==> src/rtl/siso_pkg.sv <==
// siso_pkg: shared constants and helpers for the SISO shift register.
//   SISO_DEPTH_DEFAULT : default chain depth
//   SISO_DEPTH_MAX     : largest supported chain depth
//   cnt_w(depth)       : width of a counter that must reach the value depth
package siso_pkg;

    localparam int SISO_DEPTH_DEFAULT = 4;
    localparam int SISO_DEPTH_MAX     = 64;

    function automatic int cnt_w(input int depth);
        return $clog2(depth + 1);
    endfunction

endpackage

==> src/rtl/siso_dff.sv <==
// siso_dff: single-bit D flip-flop with asynchronous active-high reset.
// Ports:
//   clk : rising-edge clock
//   rst : asynchronous reset, active-high, clears q to 0
//   d   : data input
//   q   : registered output
module siso_dff (
    input  logic clk,
    input  logic rst,
    input  logic d,
    output logic q
);

    always_ff @(posedge clk or posedge rst) begin
        if (rst) q <= 1'b0;
        else     q <= d;
    end

endmodule

==> src/rtl/siso_shift_reg.sv <==
// siso_shift_reg: serial-in serial-out delay line of DEPTH flip-flops.
// A bit sampled on `in` appears on `out` DEPTH rising edges later.
// Ports:
//   clk  : rising-edge clock
//   rst  : asynchronous reset, active-high; clears all stages and the fill count
//   in   : serial data input
//   out  : serial data output (last stage)
//   full : high once DEPTH edges have occurred since reset
//   q    : [DEPTH-1:0] parallel view of the stages, q[0] newest
//          (present only when SISO_PAR_OUT_EN is defined)
// Parameters:
//   DEPTH : number of stages / latency in cycles, 1..64
// Configuration macro: SISO_PAR_OUT_EN
module siso_shift_reg
    import siso_pkg::*;
#(
    parameter int DEPTH = SISO_DEPTH_DEFAULT
) (
    input  logic             clk,
    input  logic             rst,
    input  logic             in,
    output logic             out,
`ifdef SISO_PAR_OUT_EN
    output logic [DEPTH-1:0] q,
`endif
    output logic             full
);

    localparam int CW = cnt_w(DEPTH);

    // chain[0] is the serial input, chain[i+1] is the output of stage i.
    // Keeping the input in the same vector avoids a special case for stage 0
    // and keeps DEPTH=1 legal.
    logic [DEPTH:0] chain;
    assign chain[0] = in;

    for (genvar i = 0; i < DEPTH; i++) begin : g_stage
        siso_dff u_dff (
            .clk (clk),
            .rst (rst),
            .d   (chain[i]),
            .q   (chain[i+1])
        );
    end

    assign out = chain[DEPTH];

`ifdef SISO_PAR_OUT_EN
    assign q = chain[DEPTH:1];
`endif

    // Fill counter saturates at DEPTH; once there, every output bit is
    // real input data rather than reset filler.
    logic [CW-1:0] cnt;

    always_ff @(posedge clk or posedge rst) begin
        if (rst)                      cnt <= '0;
        else if (cnt != CW'(DEPTH))   cnt <= cnt + 1'b1;
    end

    assign full = (cnt == CW'(DEPTH));

endmodule

==> config.mk <==
export PLATFORM = sky130hd
export DESIGN_NAME = siso_shift_reg
export DESIGN_NICKNAME = d
export VERILOG_FILES = /design/src/rtl/siso_pkg.sv /design/src/rtl/siso_dff.sv /design/src/rtl/siso_shift_reg.sv
export SDC_FILE = /design/constraint.sdc
export NUM_CORES = 1
export LEC_CHECK = 0
export ABC_CLOCK_PERIOD_IN_PS = 1450
export BUFFER_PORTS_ARGS = -buffer_cell sky130_fd_sc_hd__buf_4
export CAP_MARGIN = 20
export CORE_AREA = 4 4 41 43
export CTS_CLUSTER_DIAMETER = 60
export DETAILED_ROUTE_END_ITERATION = 12
export DIE_AREA = 0 0 45 47
export PLACE_DENSITY = 0.33
export SLEW_MARGIN = 20
export SYNTH_ARGS = -nofsm -noshare
export SYNTH_HDL_FRONTEND = slang
export SYNTH_SLANG_ARGS = --single-unit
==> constraint.sdc <==
create_clock -name clk -period 1.45 [get_ports clk]
set_input_delay 0.0725 -clock clk [delete_from_list [all_inputs] [get_ports clk]]
set_output_delay 0.0725 -clock clk [all_outputs]
set_load 0.03 [all_outputs]
* Yosys cells after proc, flatten, opt, wreduce, memory -nomap -nowiden *
Index checks and enable logic that the tools add are counted.

word-level totals
  flip-flop bits (word level) = 7
  output and inout bits = 2
  input bits = 3

cells by class
  $add $sub $neg = 1
  equality and inequality tests = 2

operator list
  operator                                       count
  adder 3 x 1 -> 3 bit (second input constant)   1
  equality test 3 bit (second input constant)    1
  inequality test 3 bit (second input constant)  1

* Depth between registers and ports, before layout *
  depth in word-level cells = 1
  gate-level depth with buffers = 4

* By module *
From an unflattened synthesis, not the netlist that was laid out.

unflattened totals
  cells, all modules = 23
  area, all modules = 275.3 µm²

by module, submodules not included
  module          sequential area each (µm²)  cells each  instances  area each (µm²)
  siso_shift_reg  75.1                        15          1          160.2
  siso_dff        25.0                        2           4          28.8

* Worst setup path before layout *
No wires, ideal clock.

  kind = flip-flop to flip-flop
  start point = register cnt[0]
  end point = register cnt[1]
  setup slack = 0.349 ns
  period minus slack after synthesis = 1.101 ns
  data required time = 1.325 ns
  arrival = 0.975 ns
  cell stages (with the launch flop) = 5
  cell sequence = dfrtp_1 inv_1 ha_1 nand2_2 mux2_4

on the way
  cells in the longest elaborated chain, start to end = 1
  elaborated cells between the ends (all ways) = 2
  classes of those cells = 1 x add/sub; 1 x eq/ne

ends and longest elaborated chain
  element                                                        line                  RTL
  from (decl)                                                    siso_shift_reg.sv:54  logic [CW-1:0] cnt;
  from (signal assigned)                                         siso_shift_reg.sv:58  else if (cnt != CW'(DEPTH)) cnt <= cnt + 1'b1;
  adder 3 x 1 -> 3 bit or inequality test 3 bit (tied branches)  siso_shift_reg.sv:58

Several ways; a longest one is shown, not always the timed one.
A chain may end at the register's enable or synchronous reset.

* Worst setup path in the final report *
  start point = register cnt[0]
  end point = output port full

on the way
  cells in the longest elaborated chain, start to end = 1

ends and longest elaborated chain
  element              line                  RTL
  equality test 3 bit  siso_shift_reg.sv:61  assign full = (cnt == CW'(DEPTH));
  to (decl)            siso_shift_reg.sv:26  output logic full

Every way passes these cells.

==> results.md <==
* Final hold violations at 0
* Yosys warnings at 0
* Kind of critical path: reg2out
* First-pass GRT wire length at just over 600 µm
* Setup Viol. Count Final at 0
* Die width at between 40 and 50 µm
* Max Root-Sink Buffers at 2
* Crit path largest cell delay at 0.37 ns
* Crit path launch type: flop
* # resized after CTS at 0
* Critical Path Slowest Stage Cell: dfrtp_1
* Vias in the first global route at 146
* Critical-path maximum fanout at 3
* Filler cell count at approximately 140
* Tot GR Track Use at approximately 4.7%
* Reg clk slew, reported paths at 0.05 ns
* Met2 usage at 5.65%
* Final net count at 35
* Syn_area_per_cell at ~14 µm²
* CP required at 1.38 ns
* GRT overflow at 0
* Syn Nets at 24
* Gpl congestion at 0.655
* P&R area growth vs syn at 36.5%
* Avg Vias per Cell at 3.36
* Die H at 47 µm
* Num ports at 5
* DIE AREA at approximately 2100 µm²
* Hold crit path type: in2async
* Most frequent cells in the layout: 7 x dfrtp_1, 4 x inv_1, 4 x buf_4
* Netlist cell types at 9
* Residual DRC at 0
* Antenna violations before repair at 0
* DP HPWL at 231 µm
* Setup TNS at 0 ns
* # rows at 13
* RSZ-0062 raised after global routing: no
* Arrival @ worst endpoint at 1.18 ns
* Status: completed
* Initial core utilization at ~20%
* Top cell by count, worst path: inv_1
* Hold slack final at 0.311 ns
* Register Area at 175 µm²
* Commonest non-fill, non-tap cell in the layout: dfrtp_1
* Core Area at 1300 µm²
* WL per Instance at 7.52 µm
* Rel. slew slack at between 80 and 90%
* Peak supply drop at between 0.0005 and 0.0006 V
* Peak Freq at about 800 MHz
* Setup Skew at 0.00503 ns
* Crit path capture type: primary output
* Pwr/cell area at 1100 nW/µm²
* Drt first pass iters at 1
* Routed WL at ~330 µm
* Iter 0 DRT Violations at 0
* R2r setup slk at 0.30 ns
* Mapped Cells at 19
* Met1 usage at 4.88%
* CP cell instances: inv_1 -> ha_1 -> nand2_2 -> inv_1 -> buf_4
* Synth Register Bits at 7
* Multi-input gate area at 70.1 µm²
* CTS tree: done
* Fin crit share at 86.1%
* Layout cell share with drive strength beyond 1 at 31.0%
* Register area share after synthesis at approximately two thirds
* Max_cap viols at 0
* Largest net degree at the start of global routing at 8
* Vias at between 100 and 150
* DP Worst Slack at 0.308 ns
* Sink Count at 7
* Clk root buf: clkbuf_4
* Htree depth at 1
* CTS buffer count at 3
* Fin worst setup slack at between 0.2 and 0.25 ns
* Antenna Diode Count at 0
* Top Usage Layer GRT: met3
* IO buf count at 4
* Met3 usage at around 5.7%
* Detail Route Antenna Nets at 0
* Tmin final at 1.25 ns
* Static leakage at 0.000172 µW
* Mapped Area at 260 µm²
* Worst-Margin Slew at 0.256 ns
* Final max-slew violation count at 0
* Worst skew pair latency at 0.24 ns
[kinds of logic (layout without fill, tap and decap cells)]
group	count (synthesis)	after routing	share of synthesized area [%]
AOI/OAI and AO/OA	1	1	1.92
xor gates and xnor gates	1	1	3.37
adders and majority gates	2	2	9.61
buffers and inverters	4	14	5.77
DFF	7	7	67.3
muxes	1	1	5.77
and+or+nand+nor	3	3	6.25
[cell type report]
cell class,instances,area share (%)
Inverter,4,4.23
Multi-Input combinational cell,8,19.7
Timing Repair Buffer,6,14.1
Sequential cell,7,49.3
Clock buffer,4,7.39
Tap cell,15,5.28
[state kept, by name, summed over array words and instances, names as in the netlist]
register / count
cnt: 3
g_stage.u_dff.q: 4
[metrics by stage]
stage	total power [µW]	utilization (%)	instances	instance area, µm²
final	389	27.3	44	355
after global routing	419	27.3	44	355
after CTS	401	27.3	44	355
after detailed placement	219	23.8	38	309
after global placement	219	23.8	38	309
after floorplan	212	-	19	260
[cell usage after synthesis]
master / n / share of area [%]
mux2_4: 1 / 5.8
nor2_1: 1 / 1.4
inv_1: 4 / 5.8
dfrtp_1: 7 / 67
ha_1: 2 / 9.6
xnor2_1: 1 / 3.4
nand2_2: 1 / 2.4
nor2b_1: 1 / 2.4
a21oi_1: 1 / 1.9
[worst paths after layout]
| check | from | endpoint | cells past startpoint |
|---|---|---|---|
| min reg2reg | g_stage[1].u_dff.q | g_stage[2].u_dff.q | 0 |
| max | cnt[0] | full | 5 |
| min in group clk | g_stage[1].u_dff.q | g_stage[2].u_dff.q | 0 |
| max in group asynchronous | rst | cnt[1] | 3 |
| min | rst | g_stage[3].u_dff.q | 3 |
| max reg2reg | cnt[0] | cnt[1] | 4 |
[critical path: cells and delay by family, from the launching register on]
family        cells  cell delay (ns)
flops             1             0.37
buf+inv           3             0.30
fa+ha+maj         1             0.18
simple gates      1             0.09
[timing repair]
action,4_1_cts,5_1_grt
buffers inserted,0,0
hold buffers,2,0
hold endpoints to repair,8,0
[metal layers]
| layer | part of all wire, % | up-vias |
|---|---|---|
| met3 | 8.2 | 0 |
| met4 | 0 | 0 |
| met2 | 42 | 3 |
| li1 | - | 77 |
| met5 | 0 | - |
| met1 | 50 | 68 |
[power breakdown]
part	switching, µW	internal [µW]	total, µW
clock network	65.0	105	169
registers	1.24	201	203
logic	8.27	8.81	17.1
Power figures use the tool's default switching activity.
